$ cat src/rtl/vip_stream_ctrl.sv
// vip_stream_ctrl: frame sequencer popping a show-ahead FIFO into a registered valid/ready pixel stream.
// Define VIP_STREAM_CTRL_ABORT_EN to add the abort input.
module vip_stream_ctrl #(
    parameter int DWIDTH = 24,
    parameter int CNT_W  = 11
) (
    input  logic              clock,
    input  logic              reset,
    input  logic              start,
    input  logic [CNT_W-1:0]  width,
    input  logic [CNT_W-1:0]  height,
    input  logic [CNT_W-1:0]  num_frame,
    input  logic              fifo_empty,
    input  logic [DWIDTH-1:0] fifo_q,
    output logic              fifo_rdreq,
    output logic [DWIDTH-1:0] out_data,
    output logic              out_valid,
    input  logic              out_ready,
    output logic              out_sof,
    output logic              out_eol,
    output logic              out_eof,
    output logic              busy,
    output logic              done,
`ifdef VIP_STREAM_CTRL_ABORT_EN
    input  logic              abort,
`endif
    output logic [CNT_W-1:0]  frame_cnt
);
    typedef enum logic [1:0] {IDLE, RUN, DRAIN} state_t;
    localparam logic [CNT_W-1:0] ONE = 1;
    state_t            state_q;
    logic [CNT_W-1:0]  w_q, h_q, n_q, x_q, y_q, fcnt_q;
    logic [DWIDTH-1:0] data_q;
    logic              valid_q, sof_q, eol_q, eof_q, done_q, zpend_q;
    logic              abort_w, pop, x_last, y_last, f_last, accept, zero;
`ifdef VIP_STREAM_CTRL_ABORT_EN
    assign abort_w = abort;
`else
    assign abort_w = 1'b0;
`endif
    assign pop    = (state_q == RUN) & !fifo_empty & (!valid_q | out_ready) & !abort_w;
    assign x_last = x_q == w_q - ONE;
    assign y_last = y_q == h_q - ONE;
    assign f_last = fcnt_q == n_q - ONE;
    // a start coinciding with done is still the tail of the previous run
    assign accept = start & (state_q == IDLE) & !done_q;
    assign zero   = (width == '0) | (height == '0) | (num_frame == '0);
    always_ff @(posedge clock) begin
        if (reset) begin
            state_q <= IDLE;
            w_q     <= '0;
            h_q     <= '0;
            n_q     <= '0;
            x_q     <= '0;
            y_q     <= '0;
            fcnt_q  <= '0;
            data_q  <= '0;
            valid_q <= 1'b0;
            sof_q   <= 1'b0;
            eol_q   <= 1'b0;
            eof_q   <= 1'b0;
            done_q  <= 1'b0;
            zpend_q <= 1'b0;
        end else begin
            done_q  <= zpend_q;
            zpend_q <= 1'b0;
            if (pop) begin
                data_q  <= fifo_q;
                valid_q <= 1'b1;
                sof_q   <= (x_q == '0) & (y_q == '0);
                eol_q   <= x_last;
                eof_q   <= x_last & y_last;
            end else if (out_ready) begin
                valid_q <= 1'b0;
            end
            case (state_q)
                IDLE: if (accept) begin
                    w_q     <= width;
                    h_q     <= height;
                    n_q     <= num_frame;
                    x_q     <= '0;
                    y_q     <= '0;
                    fcnt_q  <= '0;
                    state_q <= zero ? IDLE : RUN;
                    zpend_q <= zero;
                end
                RUN: if (pop) begin
                    x_q <= x_last ? '0 : x_q + ONE;
                    if (x_last) begin
                        y_q <= y_last ? '0 : y_q + ONE;
                        if (y_last) begin
                            fcnt_q <= fcnt_q + ONE;
                            if (f_last) state_q <= DRAIN;
                        end
                    end
                end
                DRAIN: if (valid_q & out_ready) begin
                    state_q <= IDLE;
                    done_q  <= 1'b1;
                end
                default: state_q <= IDLE;
            endcase
            if (abort_w & (state_q != IDLE)) begin
                state_q <= IDLE;
                valid_q <= 1'b0;
                x_q     <= '0;
                y_q     <= '0;
                fcnt_q  <= '0;
                done_q  <= 1'b0;
            end
        end
    end
    assign fifo_rdreq = pop;
    assign out_data   = data_q;
    assign out_valid  = valid_q;
    assign out_sof    = sof_q;
    assign out_eol    = eol_q;
    assign out_eof    = eof_q;
    assign busy       = state_q != IDLE;
    assign done       = done_q;
    assign frame_cnt  = fcnt_q;
endmodule

$ cat config.mk
export PLATFORM = sky130hd
export DESIGN_NAME = vip_stream_ctrl
export DESIGN_NICKNAME = d
export VERILOG_FILES = /design/src/rtl/vip_stream_ctrl.sv
export SDC_FILE = /design/constraint.sdc
export NUM_CORES = 1
export LEC_CHECK = 0
export CAP_MARGIN = 20
export CORE_MARGIN = 2
export CORE_UTILIZATION = 38
export CTS_BUF_LIST = sky130_fd_sc_hd__clkbuf_4
export CTS_CLUSTER_SIZE = 12
export DETAILED_ROUTE_END_ITERATION = 8
export HOLD_SLACK_MARGIN = 0.1
export PLACE_DENSITY = 0.61
export SETUP_SLACK_MARGIN = 0.2
export SYNTH_ARGS = -nofsm -noshare
export SYNTH_HDL_FRONTEND = slang
export SYNTH_SLANG_ARGS = --single-unit
$ cat constraint.sdc
create_clock -name clock -period 3.91 [get_ports clock]
set_input_delay 0.9775 -clock clock [delete_from_list [all_inputs] [get_ports clock]]
set_output_delay 0.9775 -clock clock [all_outputs]
set_load 0.01 [all_outputs]
==> results of run 1 <==
## cell usage after synthesis (all sizes together) (2+ instances only)
cell type  instances
nand2            135
dfxtp             98
a21oi             82
nor2              46
clkbuf            29
xnor2             28
xor2              25
inv               23
nand3             17
nor3              15
nand4             14
nor4              12
buf                9
and3               8
ha                 8
o21ai              8
a2111oi            7
a31oi              7
nand2b             7
nor2b              7
mux2i              6
or2                6
nor4b              5
and2               4
or4                4
or4b               4
and4               3
nor3b              3
o31a               3
o31ai              3
o41ai              3
or3                3
a211oi             2
a21o               2
a41oi              2
mux2               2
nand3b             2
nand4b             2
o211ai             2
o21a               2
## registers in the layout, summed over array words and instances, names as in the netlist, 2 cells and up
name       flops
state_q        2
n_q           11
w_q           11
out_data      24
frame_cnt     11
h_q           11
x_q           11
y_q           11
## through the flow
stage	instance area [um^2]	setup slack, ns	power (W)
after floorplan	5199	0.9171	0.001340
after global placement	6367	0.4468	0.001485
after detailed placement	6367	0.3715	0.001498
after CTS	6514	0.3223	0.002078
after global routing	6521	0.3069	0.002164
final	6521	0.4490	0.002054
## routing by layer
metal	vias to the layer above	global-route usage, %	share of wire [%]
li1	2484	-	-
met1	2325	24.70	44
met2	136	32.41	48
met3	13	5.686	7.1
met4	0	5.451	1.1
met5	-	0	0
## power by group through the flow
stage                     logic, W  registers, W  clock network, W
final                     0.000404       0.00107          0.000577
after global routing      0.000448       0.00108          0.000636
after CTS                 0.000405       0.00107          0.000599
after detailed placement  0.000403       0.00110                 0
after global placement    0.000392       0.00109                 0
after floorplan           0.000255       0.00109                 0
## final cells by class
type | instances | share of cell area [%]
inverters | 23 | 1.324
clock buffers | 10 | 1.151
multi-input cells | 506 | 45.97
well taps | 176 | 3.377
clock inverters | 6 | 1.094
repair buffers | 114 | 17.00
flip-flops and latches | 98 | 30.08
## worst max-delay path by stage
| stage | slack (ns) | cells after the start | to |
|---|---|---|---|
| global route | 0.31 | 12 | frame_cnt[0] |
| global placement | 0.45 | 6 | fifo_rdreq |
| CTS | 0.32 | 10 | y_q[3] |
| detailed placement | 0.37 | 11 | y_q[2] |
| finish | 0.45 | 6 | fifo_rdreq |
| floorplan | 0.92 | 12 | y_q[3] |
## critical path, cell delays in order
cell	delay [ns]
clkdlybuf4s50_1	0.51
nor2b_1	0.07
nor2_1	0.17
nand2_1	0.13
inv_2	0.08
clkdlybuf4s50_1	0.54
## cell families (layout without fill, tap and decap cells)
family	count (synthesis)	in the layout	share of synthesized area [%]
compound gates	139	139	17.38
buf+inv	61	153	4.645
xor+xnor	53	53	8.929
simple gates	298	298	27.80
flops	98	98	37.74
fa+ha+maj	8	8	1.925
mux	8	8	1.588
==> run summary, run 1 <==
Share of cells above drive strength 1 - 6.341%
Yosys Warn Count - 0
Hold Startpoint - out_data[16]
Actual slew at the worst max-slew pin - 0.9858 ns
Worst VDD drop - 0.0002172 V
CORE AREA - 0.01330 mm^2
Internal power - 0.001440 W
Yosys reg bits - 98
Reg2reg end - frame_cnt[0]
DRC Markers - 0
Row count - 42
Setup_tns - 0 ns
H-tree lvl count - 3
Die height - 121.0 um
Finished Layout Cells - 933
WHS Endpoint - out_data[16]
HP Class - register to register
Fin crit period - 3.461 ns
Critical Setup Path Class - input port to output pin
Antenna Cells - 0
CTS tree - done
FF+latch area - 0.001962 mm^2
Most frequent cells in the layout - 135 x nand2_1, 102 x clkdlybuf4s50_1, 98 x dfxtp_1
CP max FO - 3
Ys async rst share - 0%
TritonRoute pass-1 iters - 5
Setup violators final - 0
Multi-input logic area - 0.002998 mm^2
Outcome - completed
CTS Buf Count - 9
Util after Layout - 49.05%
Die area - 0.01463 mm^2
Max Fclk - 0.2889 GHz
CTS root buffer - clkbuf_4
Crit path DAT - 2.48 ns
Detailed placer's ending HPWL - 10.35 mm
EDFF count, synth - 0
Initial antenna violation count - 0
Synthesis-to-finish area growth - 25.44%
Critical Path RT - 2.93 ns
Largest net degree at the start of global routing - 43
Clk buf depth - 2
Effective utilization at floorplan - 39.10%
Netlist cell types - 69
Path depth of the worst reg2reg path - 12
Top post-synthesis cells by area - dfxtp_1 38%, nand2_1 9.7%, a21oi_1 7.8%
Final hold vios - 0
Vias per cell - 5.314
Register area share after synthesis - 37.74%
Final max-slew violation count - 0
Placed Instances - 916
WL/cell - 15.02 um
Leading cell type in the layout, fill and taps excluded - nand2_1
Crit. End Element - output pin
Global-route wire length before repair - 23.24 mm
Worst reg-to-reg setup slack - 0.49 ns
Critical Path Source Type - input port
Cell leakage power - 2.309 nW
Clock group share of total power - 28.1%
Syn_area_per_cell - 7.818 um^2
Io pins - 104
Clock sink count - 98
Mapped Cells - 665
Port Buf Inserts - 103
Relative slew margins - 32.58%
NetSw - 0.0006145 W
Hold_ws - 0.4617 ns
Pwr dens - 315.0 mW/mm^2
Final ANT Viol Nets - 0
Max Cap Viol - 0
Chip width - 121.0 um
Hold depth - 2
Tcrit/Tclk final - 88.52%
Post-CTS sizing - 0
# hold bufs at CTS - 0
Reg power frac - 52.3%
Post-synthesis instance area - 0.005199 mm^2
Sw Share - 29.92%
Post-synth top area share - 37.74%
Worst flop-to-flop path startpoint - w_q[0]
Worst-Skew Late Latency - 0.47 ns
Total GRT Usage - 19.55%
Congestion Overflow GR - 0
Final #Nets - 822
Vias in the first global route - 4808
Post-synth top area cell - dfxtp_1
Most common flop cell mapped by yosys - dfxtp_1
Worst clock skew - 0.02092 ns
Final WL - 14.01 mm
Setup bufs post-CTS - 0
Comb pwr share - 19.7%
DRT iter0 DRCs - 203
Via count - 4958
# fillers - 1338
RD Place Congestion - 0.8743
Worst Setup SP - out_ready
RSZ-0062 raised after global routing - no
Synthesized Nets - 735
Reg clk slew, reported paths - 0.16 ns
(Power assumes the default switching activity.)
==> run 2: changes to the inputs <==
CAP_MARGIN = unset   (was 20)
PLACE_DENSITY = unset   (was 0.61)
PLACE_DENSITY_LB_ADDON = 0.1   (was unset)
==> run 2 against run 1 <==
Compared with the run above:
- non-clock buffer count decreased by 1
- setup slack improved by 0.031 ns
- cell count decreased by 0.11%
- global-route usage decreased by 0.15 points
- clock-buffer cell count unchanged
- sequential cell count unchanged
==> run summary, run 2 (synthesized netlist as in run 1, its figures left out) <==
Placed cell area - 0.006360 mm^2
Max Cap Viol - 0
Outcome - completed
CORE AREA - 0.01330 mm^2
Critical Path Source Type - input port
Congestion Overflow GR - 0
Critical Setup Path Class - input port to output pin
Setup_tns - 0 ns
Hold_ws - 0.4642 ns
Chip width - 121.0 um
DRC Markers - 0
Die area - 0.01463 mm^2
Final max-slew violation count - 0
Largest net degree at the start of global routing - 44
Max Fclk - 0.2916 GHz
Pwr dens - 315.0 mW/mm^2
Final hold vios - 0
Leading cell type in the layout, fill and taps excluded - nand2_1
Util after Layout - 49.03%
Setup WS post-layout - 0.4802 ns
Synthesis-to-finish area growth - 25.39%
CTS tree - done
Vias in the first global route - 4720
Io pins - 104
CTS root buffer - clkbuf_4
Critical Path RT - 2.93 ns
Antenna Cells - 0
Via count - 4912
Most frequent cells in the layout - 135 x nand2_1, 102 x clkdlybuf4s50_1, 98 x dfxtp_1
H-tree lvl count - 3
Total GRT Usage - 19.41%
Final #Nets - 821
CP max FO - 3
TritonRoute pass-1 iters - 4
Effective utilization at floorplan - 39.10%
Final WL - 13.73 mm
CTS Buf Count - 9
Die height - 121.0 um
Crit. End Element - output pin
Worst slack, placed - 0.4601 ns
Actual slew at the worst max-slew pin - 0.6742 ns
Reg clk slew, reported paths - 0.16 ns
Cell leakage power - 2.314 nW
Final ANT Viol Nets - 0
HP Class - register to register
Fin crit period - 3.430 ns
Relative slew margins - 55.05%
Fin area - 0.006519 mm^2
Clock sink count - 98
# hold bufs at CTS - 0
Clk buf depth - 2
Worst VDD drop - 0.0002089 V
Port Buf Inserts - 103
Row count - 42
Worst clock skew - 0.01776 ns
Setup violators final - 0
RD Place Congestion - 0.8298
Tcrit/Tclk final - 87.72%
Global-route wire length before repair - 22.76 mm
Vias per cell - 5.270
Max FFs per register - 24
Share of cells above drive strength 1 - 6.217%
Worst-Skew Late Latency - 0.48 ns
Initial antenna violation count - 0
Crit path DAT - 2.45 ns
RSZ-0062 raised after global routing - no
Detailed placer's ending HPWL - 10.25 mm
WL/cell - 14.73 um
DRT iter0 DRCs - 278
[run 2: power by group]
part           leakage (nW)  switching [W]  total, W  internal (W)
clock                0.0827       0.000371  0.000582      0.000212
sequential            0.797      0.0000394   0.00107       0.00103
combinational          1.43       0.000204  0.000398      0.000194
[run 2: what timing repair did]
item                                    4_1_cts  5_1_grt
buffers inserted                              0        1
resized for setup                             0        0
endpoints found under the setup margin        0        2
[run 2: metal layers]
metal | track usage [%] | wire (um)
met5 | 0 | 0
met4 | 5.087 | 178
met3 | 6.955 | 844
met2 | 31.57 | 6484
met1 | 24.33 | 6217
[run 2: final timing paths]
kind / from / endpoint / slack [ns] / cells past startpoint
min reg2reg: out_data[18] / out_data[18] / 0.46 / 2
min: out_data[18] / out_data[18] / 0.46 / 2
max reg2reg: w_q[0] / y_q[6] / 0.58 / 12
max: out_ready / fifo_rdreq / 0.48 / 6
[run 2: worst max-delay path, cell delays in order]
cell and delay [ns]:
clkdlybuf4s50_1 0.50, nor2b_1 0.07, nor2_1 0.17, nand2_1 0.12, inv_2 0.07, clkdlybuf4s50_1 0.55
[run 2: layout make-up]
class,instances,area (um^2)
multi-input combinational,506,2998
sequential,98,1962
tap,176,220.2
inverter,23,86.33
fill,1304,6777
clock buffer,10,75.07
clock inverter,6,76.32
timing repair buffer,113,1101
[run 2: stage by stage]
step | instances | power (W)
after floorplan | 665 | 0.001340
after global placement | 915 | 0.001483
after detailed placement | 915 | 0.001493
after CTS | 931 | 0.002080
after global routing | 932 | 0.002171
final | 932 | 0.002054
